--- src/rtl/bcd_to_bin_seq.sv ---
`default_nettype none
// ============================================================================
// Module   : bcd_to_bin_seq
// Function : BCD tens/ones pair to binary (ten*10 + one) via an add-10 loop,
//            valid/ready on input and output. Optional digit range check is
//            enabled by defining BCD_RANGE_CHECK_EN.
// Revision : 1.0 - initial release
// ============================================================================
module bcd_to_bin_seq #(
   parameter int W_OUT = 7,
   parameter int W_DIG = 4
) (
   input  logic             clk,
   input  logic             rst_n,
   input  logic             in_valid,
   output logic             in_ready,
   input  logic [W_DIG-1:0] ten,
   input  logic [W_DIG-1:0] one,
   output logic             out_valid,
   input  logic             out_ready,
   output logic [W_OUT-1:0] n,
   output logic             busy,
   output logic             err
);

   localparam logic [1:0] S_IDLE = 2'd0;
   localparam logic [1:0] S_ACC  = 2'd1;
   localparam logic [1:0] S_DONE = 2'd2;

   localparam logic [W_OUT-1:0] c_ten_step = W_OUT'(10);
   localparam logic [W_DIG-1:0] c_dig_max  = W_DIG'(9);

   logic [1:0]       r_state;
   logic [W_DIG-1:0] r_cnt;
   logic [W_OUT-1:0] r_acc;
   logic [W_OUT-1:0] r_n;
   logic             r_out_valid;
   logic             w_bad;
   logic             w_accept;

   assign w_accept  = (r_state == S_IDLE) && in_valid;
   assign in_ready  = (r_state == S_IDLE);
   assign busy      = (r_state != S_IDLE);
   assign out_valid = r_out_valid;
   assign n         = r_n;

`ifdef BCD_RANGE_CHECK_EN
   logic r_err;

   assign w_bad = (ten > c_dig_max) || (one > c_dig_max);
   assign err   = r_err;

   // Set on a rejected request, cleared by a legal accept or the result handshake.
   always_ff @(posedge clk or negedge rst_n) begin
      if (!rst_n) begin
         r_err <= 1'b0;
      end else if (w_accept) begin
         r_err <= w_bad;
      end else if ((r_state == S_DONE) && out_ready) begin
         r_err <= 1'b0;
      end
   end
`else
   assign w_bad = 1'b0;
   assign err   = 1'b0;
`endif

   always_ff @(posedge clk or negedge rst_n) begin
      if (!rst_n) begin
         r_state     <= S_IDLE;
         r_cnt       <= '0;
         r_acc       <= '0;
         r_n         <= '0;
         r_out_valid <= 1'b0;
      end else begin
         case (r_state)
            S_IDLE: begin
               if (w_accept) begin
                  if (w_bad) begin
                     r_state     <= S_DONE;
                     r_n         <= '0;
                     r_out_valid <= 1'b1;
                  end else begin
                     r_cnt   <= ten;
                     r_acc   <= W_OUT'(one);
                     r_state <= S_ACC;
                  end
               end
            end
            S_ACC: begin
               // cnt holds the remaining tens still to be added into acc
               if (r_cnt != '0) begin
                  r_acc <= r_acc + c_ten_step;
                  r_cnt <= r_cnt - W_DIG'(1);
               end else begin
                  r_state     <= S_DONE;
                  r_n         <= r_acc;
                  r_out_valid <= 1'b1;
               end
            end
            S_DONE: begin
               if (out_ready) begin
                  r_out_valid <= 1'b0;
                  r_state     <= S_IDLE;
               end
            end
            default: begin
               r_state     <= S_IDLE;
               r_out_valid <= 1'b0;
            end
         endcase
      end
   end

endmodule
`default_nettype wire
--- config.mk ---
export PLATFORM = sky130hd
export DESIGN_NAME = bcd_to_bin_seq
export DESIGN_NICKNAME = d
export VERILOG_FILES = /design/src/rtl/bcd_to_bin_seq.sv
export SDC_FILE = /design/constraint.sdc
export NUM_CORES = 1
export LEC_CHECK = 0
export CAP_MARGIN = 25
export CORE_ASPECT_RATIO = 0.5
export CORE_UTILIZATION = 25
export CTS_CLUSTER_SIZE = 30
export DETAILED_ROUTE_END_ITERATION = 10
export PLACE_DENSITY_LB_ADDON = 0.2
export SLEW_MARGIN = 20
export SYNTH_ARGS = -nofsm -noshare
export SYNTH_HDL_FRONTEND = slang
export SYNTH_SLANG_ARGS = --single-unit
--- constraint.sdc ---
create_clock -name clk -period 1.9 [get_ports clk]
set_input_delay 0.19 -clock clk [delete_from_list [all_inputs] [get_ports clk]]
set_output_delay 0.19 -clock clk [all_outputs]
set_load 0.01 [all_outputs]
**After elaboration in Yosys (flattened, before gate mapping)**

Cells that the tools add are included.

- $add $sub $neg: 2
- Equality and inequality tests: 6
- Mux-type cells: 13
- Bitwise logic cells: 2
- Reduce and logical (&&, ||, !) cells: 9

Operators with widths:

| cell | count |
|---|---|
| two-way mux 7 bit | 2 |
| case mux 7 bit (2 select lines) | 1 |
| AND reduction 3 bit | 3 |
| two-way mux 4 bit | 2 |
| case mux 4 bit (2 select lines) | 1 |
| adder 7 x 4 -> 7 bit (second input constant) | 1 |
| two-way mux 2 bit | 3 |
| != test 2 bit (second input constant) | 3 |
| case mux 2 bit (3 select lines) | 1 |
| nonzero test 2 bit | 2 |
| nonzero test 4 bit | 1 |
| subtractor 4 x 1 -> 4 bit (second input constant) | 1 |
| case mux 1 bit (3 select lines) | 1 |
| == test 2 x 1 -> 1 bit (second input constant) | 1 |
| == test 2 bit (second input constant) | 1 |
| logical NOT 2 bit | 1 |
| two-way mux 1 bit | 2 |
| != test 2 x 1 -> 1 bit (second input constant) | 1 |
| inverter 1 bit | 2 |
| AND reduction 2 bit | 1 |
| logical AND 1 bit | 1 |

- Bits in registers: 21
- Bits of input ports: 12
- Output and inout port bits: 11
- Logic and storage cells: 37

**Depth between registers and ports, before layout**

Gate-level depths: netlist of the first run.

- Depth in word-level cells: 4
- Depth in mapped cells: 6
- Gate-level depth less buffers: 6

**Least setup slack after synthesis of the first run**

No wires, ideal clock.

- Kind: reg2reg
- Start: register r_cnt[0]
- End: register r_acc[2]
- Library setup time: 125 ps
- Data arrival time: 1593 ps
- Data required time: 1775 ps
- Slack: 182 ps
- Cell stages (with the launch flop): 7
- Path buffers: 0
- Period minus slack after synthesis: 1718 ps
- Path through: dfrtp_1 > inv_1 > ha_1 > and4bb_4 > or3_4 > clkinv_2 > mux2_4

- Cells in the longest elaborated chain, start to end: 3

Ends and longest elaborated chain:

| what | RTL line | source |
|---|---|---|
| start, declared | 34 | `logic [W_DIG-1:0] r_cnt;` |
| start signal, assigned | 84 | `r_cnt <= ten;` |
| start signal, assigned | 94 | `r_cnt <= r_cnt - W_DIG'(1);` |
| nonzero test 4 bit | 92 | `if (r_cnt != '0) begin` |
| != test 2 bit (no line) | - |  |
| AND reduction 3 bit (no line) | - |  |
| end signal, assigned | 85 | `r_acc <= W_OUT'(one);` |
| end signal, assigned | 93 | `r_acc <= r_acc + c_ten_step;` |
| end, declared | 35 | `logic [W_OUT-1:0] r_acc;` |

No other way between the ends.
A chain may end at the register's enable or synchronous reset.

**Final worst setup path of the first run**

Same ends and word-level chain as after synthesis.

==> results of run 1 <==
==> area by class of cell <==
class                           instances  share of cell area
Tap cell                               54              0.0472
Clock inverter                          1             0.00350
Inverter                                6              0.0166
Sequential cell                        21               0.368
Clock buffer                            3              0.0288
Multi-Input combinational cell         60               0.340
Timing Repair Buffer                   30               0.196
==> critical path, cell delays in order, from the launching register on <==
cell                       delay [ps]
sky130_fd_sc_hd__dfrtp_1          370
sky130_fd_sc_hd__inv_1             60
sky130_fd_sc_hd__ha_1             240
sky130_fd_sc_hd__and4bb_4         250
sky130_fd_sc_hd__or3_4            400
sky130_fd_sc_hd__clkinv_2         100
sky130_fd_sc_hd__mux2_4           300
==> path summary, 6_finish.rpt <==
kind	endpoint
setup / recovery	r_acc[2]
hold / removal	n[4]
setup reg to reg	r_acc[2]
hold reg to reg	r_acc[6]
max in group asynchronous	r_state[0]
min in group clk	r_acc[6]
==> what timing repair did <==
item / 4_1_cts / 5_1_grt
resized for setup: 0 / 2
setup buffers: 0 / 1
hold endpoints to repair: 0 / 0
setup endpoints to repair: 0 / 2
==> metal layers <==
layer  global-route usage  vias up  share of wire
met2                0.171       14           0.43
li1                     -      391              -
met3               0.0333        2          0.023
met5                    0        -              0
met1                0.157      374           0.54
met4               0.0277        0          0.011
==> state kept, by name (all words and copies together) (netlist names) <==
name       count
n              7
r_acc          7
out_valid      1
r_state        2
r_cnt          4
==> cells in the final DEF (no fill, tap or decap), drive strengths merged <==
master / n
dfrtp: 21
clkdlybuf4s50: 20
mux2: 10
buf: 9
mux2i: 6
nand2: 6
inv: 5
nor4b: 5
nor2: 4
nand3b: 3
a2111oi: 3
o21ai: 3
clkbuf: 3
nor3b: 2
o22ai: 2
clkinv: 2
a211o: 2
a2bb2oi: 2
ha: 2
or3: 2
or2: 1
nor2b: 1
or3b: 1
nor3: 1
a21oi: 1
and4bb: 1
nand2b: 1
conb: 1
dlymetal6s2s: 1
==> through the flow <==
| stage | std cells | hold slack, ps | power, W | area, µm² | utilization |
|---|---|---|---|---|---|
| 2_1_floorplan | 91 | -106 | 0.00151 | 1060 | - |
| 3_3_place_gp | 170 | 471 | 0.00192 | 1370 | 0.347 |
| 3_5_place_dp | 170 | 475 | 0.00192 | 1370 | 0.347 |
| 4_1_cts | 174 | 286 | 0.00222 | 1420 | 0.358 |
| 5_1_grt | 175 | 303 | 0.00240 | 1430 | 0.361 |
| 6_report | 175 | 275 | 0.00221 | 1430 | 0.361 |
==> logic make-up (layout without fill, tap and decap cells) <==
group	count (synthesis)	count (layout)	synth area share
multiplexers	16	16	0.167
adder cells (fa/ha/maj)	2	2	0.0237
AO/OA/AOI/OAI	13	13	0.0889
AND/OR/NAND/NOR	28	28	0.178
flip-flops	21	21	0.498
buffers and inverters	10	40	0.0415
other	1	1	0.00355
==> power breakdown <==
part | internal, W | switching (W)
clock | 0.000146 | 0.000143
sequential | 0.000667 | 0.000180
combinational | 0.000642 | 0.000428
total | 0.00145 | 0.000751
==> metrics.txt, run 1 <==
# TYPE chip_impl_metric gauge
chip_impl_metric{name="viasPerCell",unit=""} 4.46
chip_impl_metric{name="worst_setup_hold_path_clk_slew",unit="ps"} 80
chip_impl_metric{name="r2r.worst_path.cells",unit=""} 6
chip_impl_info{name="cts_tree",value="yes"} 1
chip_impl_metric{name="drv.max_cap_violation_count",unit=""} 0
chip_impl_info{name="yosys.cell_count.top_type",value="sky130_fd_sc_hd__dfrtp_1"} 1
chip_impl_metric{name="cts.htree.levels",unit=""} 1
chip_impl_metric{name="fraction_of_synthesis_flops_using_an_asynchronous_set_or_reset_pin",unit=""} 1.00
chip_impl_metric{name="period_minus_ws_final",unit="ps"} 1820
chip_impl_metric{name="n_antenna_cell",unit=""} 0
chip_impl_metric{name="yosys.cell_types.count",unit=""} 31
chip_impl_info{name="status",value="finished clean"} 1
chip_impl_metric{name="initial_core_util",unit=""} 0.266
chip_impl_metric{name="yosys.area.top_type_share",unit=""} 0.498
chip_impl_metric{name="post-route-period-util",unit=""} 0.957
chip_impl_metric{name="multiInputGateArea",unit="µm²"} 487
chip_impl_metric{name="power-per-cell-area",unit="nW/µm²"} 1540
chip_impl_metric{name="synth_area_per_cell",unit="µm²"} 11.6
chip_impl_metric{name="max-clock-path-buffers",unit=""} 2
chip_impl_info{name="setup.worst_path.start_class",value="flip-flop"} 1
chip_impl_metric{name="final_max_slew_viol_count",unit=""} 0
chip_impl_metric{name="grt_pass1_wl",unit="µm"} 3730
chip_impl_info{name="timing_worst_setup_path_type",value="reg -> reg"} 1
chip_impl_metric{name="hold_violations",unit=""} 0
chip_impl_info{name="netlist_top_cells_area",value="sky130_fd_sc_hd__dfrtp_1 (50%), sky130_fd_sc_hd__mux2_2 (9.6%), sky130_fd_sc_hd__mux2i_1 (5.7%)"} 1
chip_impl_metric{name="place_hpwl",unit="µm"} 1670
chip_impl_metric{name="remaining_drc_errors",unit=""} 0
chip_impl_metric{name="finish.net_count",unit=""} 136
chip_impl_info{name="crit_path_start",value="r_cnt[0]"} 1
chip_impl_metric{name="worst_slack_setup_final",unit="ps"} 82.0
chip_impl_metric{name="placement.setup.worst_slack",unit="ps"} 64.1
chip_impl_metric{name="total_wire_length",unit="µm"} 2210
chip_impl_metric{name="synth-edff-count",unit=""} 0
chip_impl_metric{name="clock_skew",unit="ps"} 6.46
chip_impl_metric{name="area_growth_syn_to_layout",unit="%"} 35.5
chip_impl_metric{name="cts.hold.buffers_added",unit=""} 0
chip_impl_metric{name="antenna_left",unit=""} 0
chip_impl_metric{name="synth_seq_area_share",unit=""} 0.498
chip_impl_metric{name="vias_in_the_first_global_route",unit=""} 779
chip_impl_metric{name="postSynthNetCount",unit=""} 105
chip_impl_metric{name="detailroute.via_count",unit=""} 781
chip_impl_metric{name="totalNegativeSetupSlack",unit="ps"} 0
chip_impl_info{name="worst_r2r_startpoint",value="r_cnt[0]"} 1
chip_impl_info{name="critical_path_capture_point_type",value="flip-flop"} 1
chip_impl_info{name="worst_hold_path_type",value="in -> async"} 1
chip_impl_metric{name="placement.io_buffers",unit=""} 21
chip_impl_metric{name="max_clock_freq",unit="GHz"} 0.550
chip_impl_metric{name="leakage",unit="nW"} 0.641
chip_impl_metric{name="crit_arrival",unit="ps"} 1960
chip_impl_metric{name="fp.dieArea",unit="µm²"} 4500
chip_impl_metric{name="clock_sink_count",unit=""} 21
chip_impl_metric{name="number_of_antenna_violations_at_the_first_check_in_global_routing",unit=""} 0
chip_impl_info{name="post-synth-top-area-cell",value="sky130_fd_sc_hd__dfrtp_1"} 1
chip_impl_metric{name="fp.dieW",unit="µm"} 93.9
chip_impl_metric{name="crit_fanout",unit=""} 7
chip_impl_info{name="grt_setup_unrepaired",value="false"} 1
chip_impl_metric{name="summed_instance_area_of_the_synthesized_netlist",unit="µm²"} 1060
chip_impl_metric{name="fillers",unit=""} 412
chip_impl_metric{name="grt_max_degree",unit=""} 22
chip_impl_info{name="root_buffer",value="sky130_fd_sc_hd__clkbuf_8"} 1
chip_impl_metric{name="yosys_warnings",unit=""} 0
chip_impl_metric{name="chipHeight",unit="µm"} 48.0
chip_impl_metric{name="row_count",unit=""} 16
chip_impl_metric{name="syn_inst",unit=""} 91
chip_impl_metric{name="sequential_cell_area",unit="µm²"} 527
chip_impl_metric{name="cts_made_buffers",unit=""} 3
chip_impl_info{name="ys_dominant_reg_cell",value="sky130_fd_sc_hd__dfrtp_1"} 1
chip_impl_metric{name="floorplan.core_area",unit="µm²"} 3960
chip_impl_metric{name="io_pins",unit=""} 23
chip_impl_metric{name="r2r_setup_slack",unit="ps"} 80
chip_impl_info{name="yosys-top-cells-count",value="sky130_fd_sc_hd__dfrtp_1 (21), sky130_fd_sc_hd__mux2_2 (9), sky130_fd_sc_hd__mux2i_1 (6)"} 1
chip_impl_metric{name="cp.required",unit="ps"} 2040
chip_impl_metric{name="insertion_delay",unit="ps"} 260
chip_impl_metric{name="drt-wirelength-per-cell",unit="µm"} 12.6
chip_impl_metric{name="post_synthesis_sequential_element_count",unit=""} 21
chip_impl_metric{name="worst_ir_drop_vdd",unit="mV"} 0.446
chip_impl_metric{name="drt_first_iter_violations",unit=""} 22
chip_impl_metric{name="finalSetupViolCount",unit=""} 0
chip_impl_metric{name="detailedRoute.firstPassIterationCount",unit=""} 4
chip_impl_metric{name="grt.total_usage",unit=""} 0.112
chip_impl_metric{name="grt.overflow.total",unit=""} 0
chip_impl_metric{name="post_route_cells_drive_above_1_share",unit=""} 0.248
chip_impl_metric{name="place.gp.congestion",unit=""} 0.778
Power figures use the tool's default switching activity.
==> run 2: changes to the inputs <==
- CAP_MARGIN: 25 -> 20
==> results of run 2 <==
Final layout, timing and power as in run 1 (identical DEF).
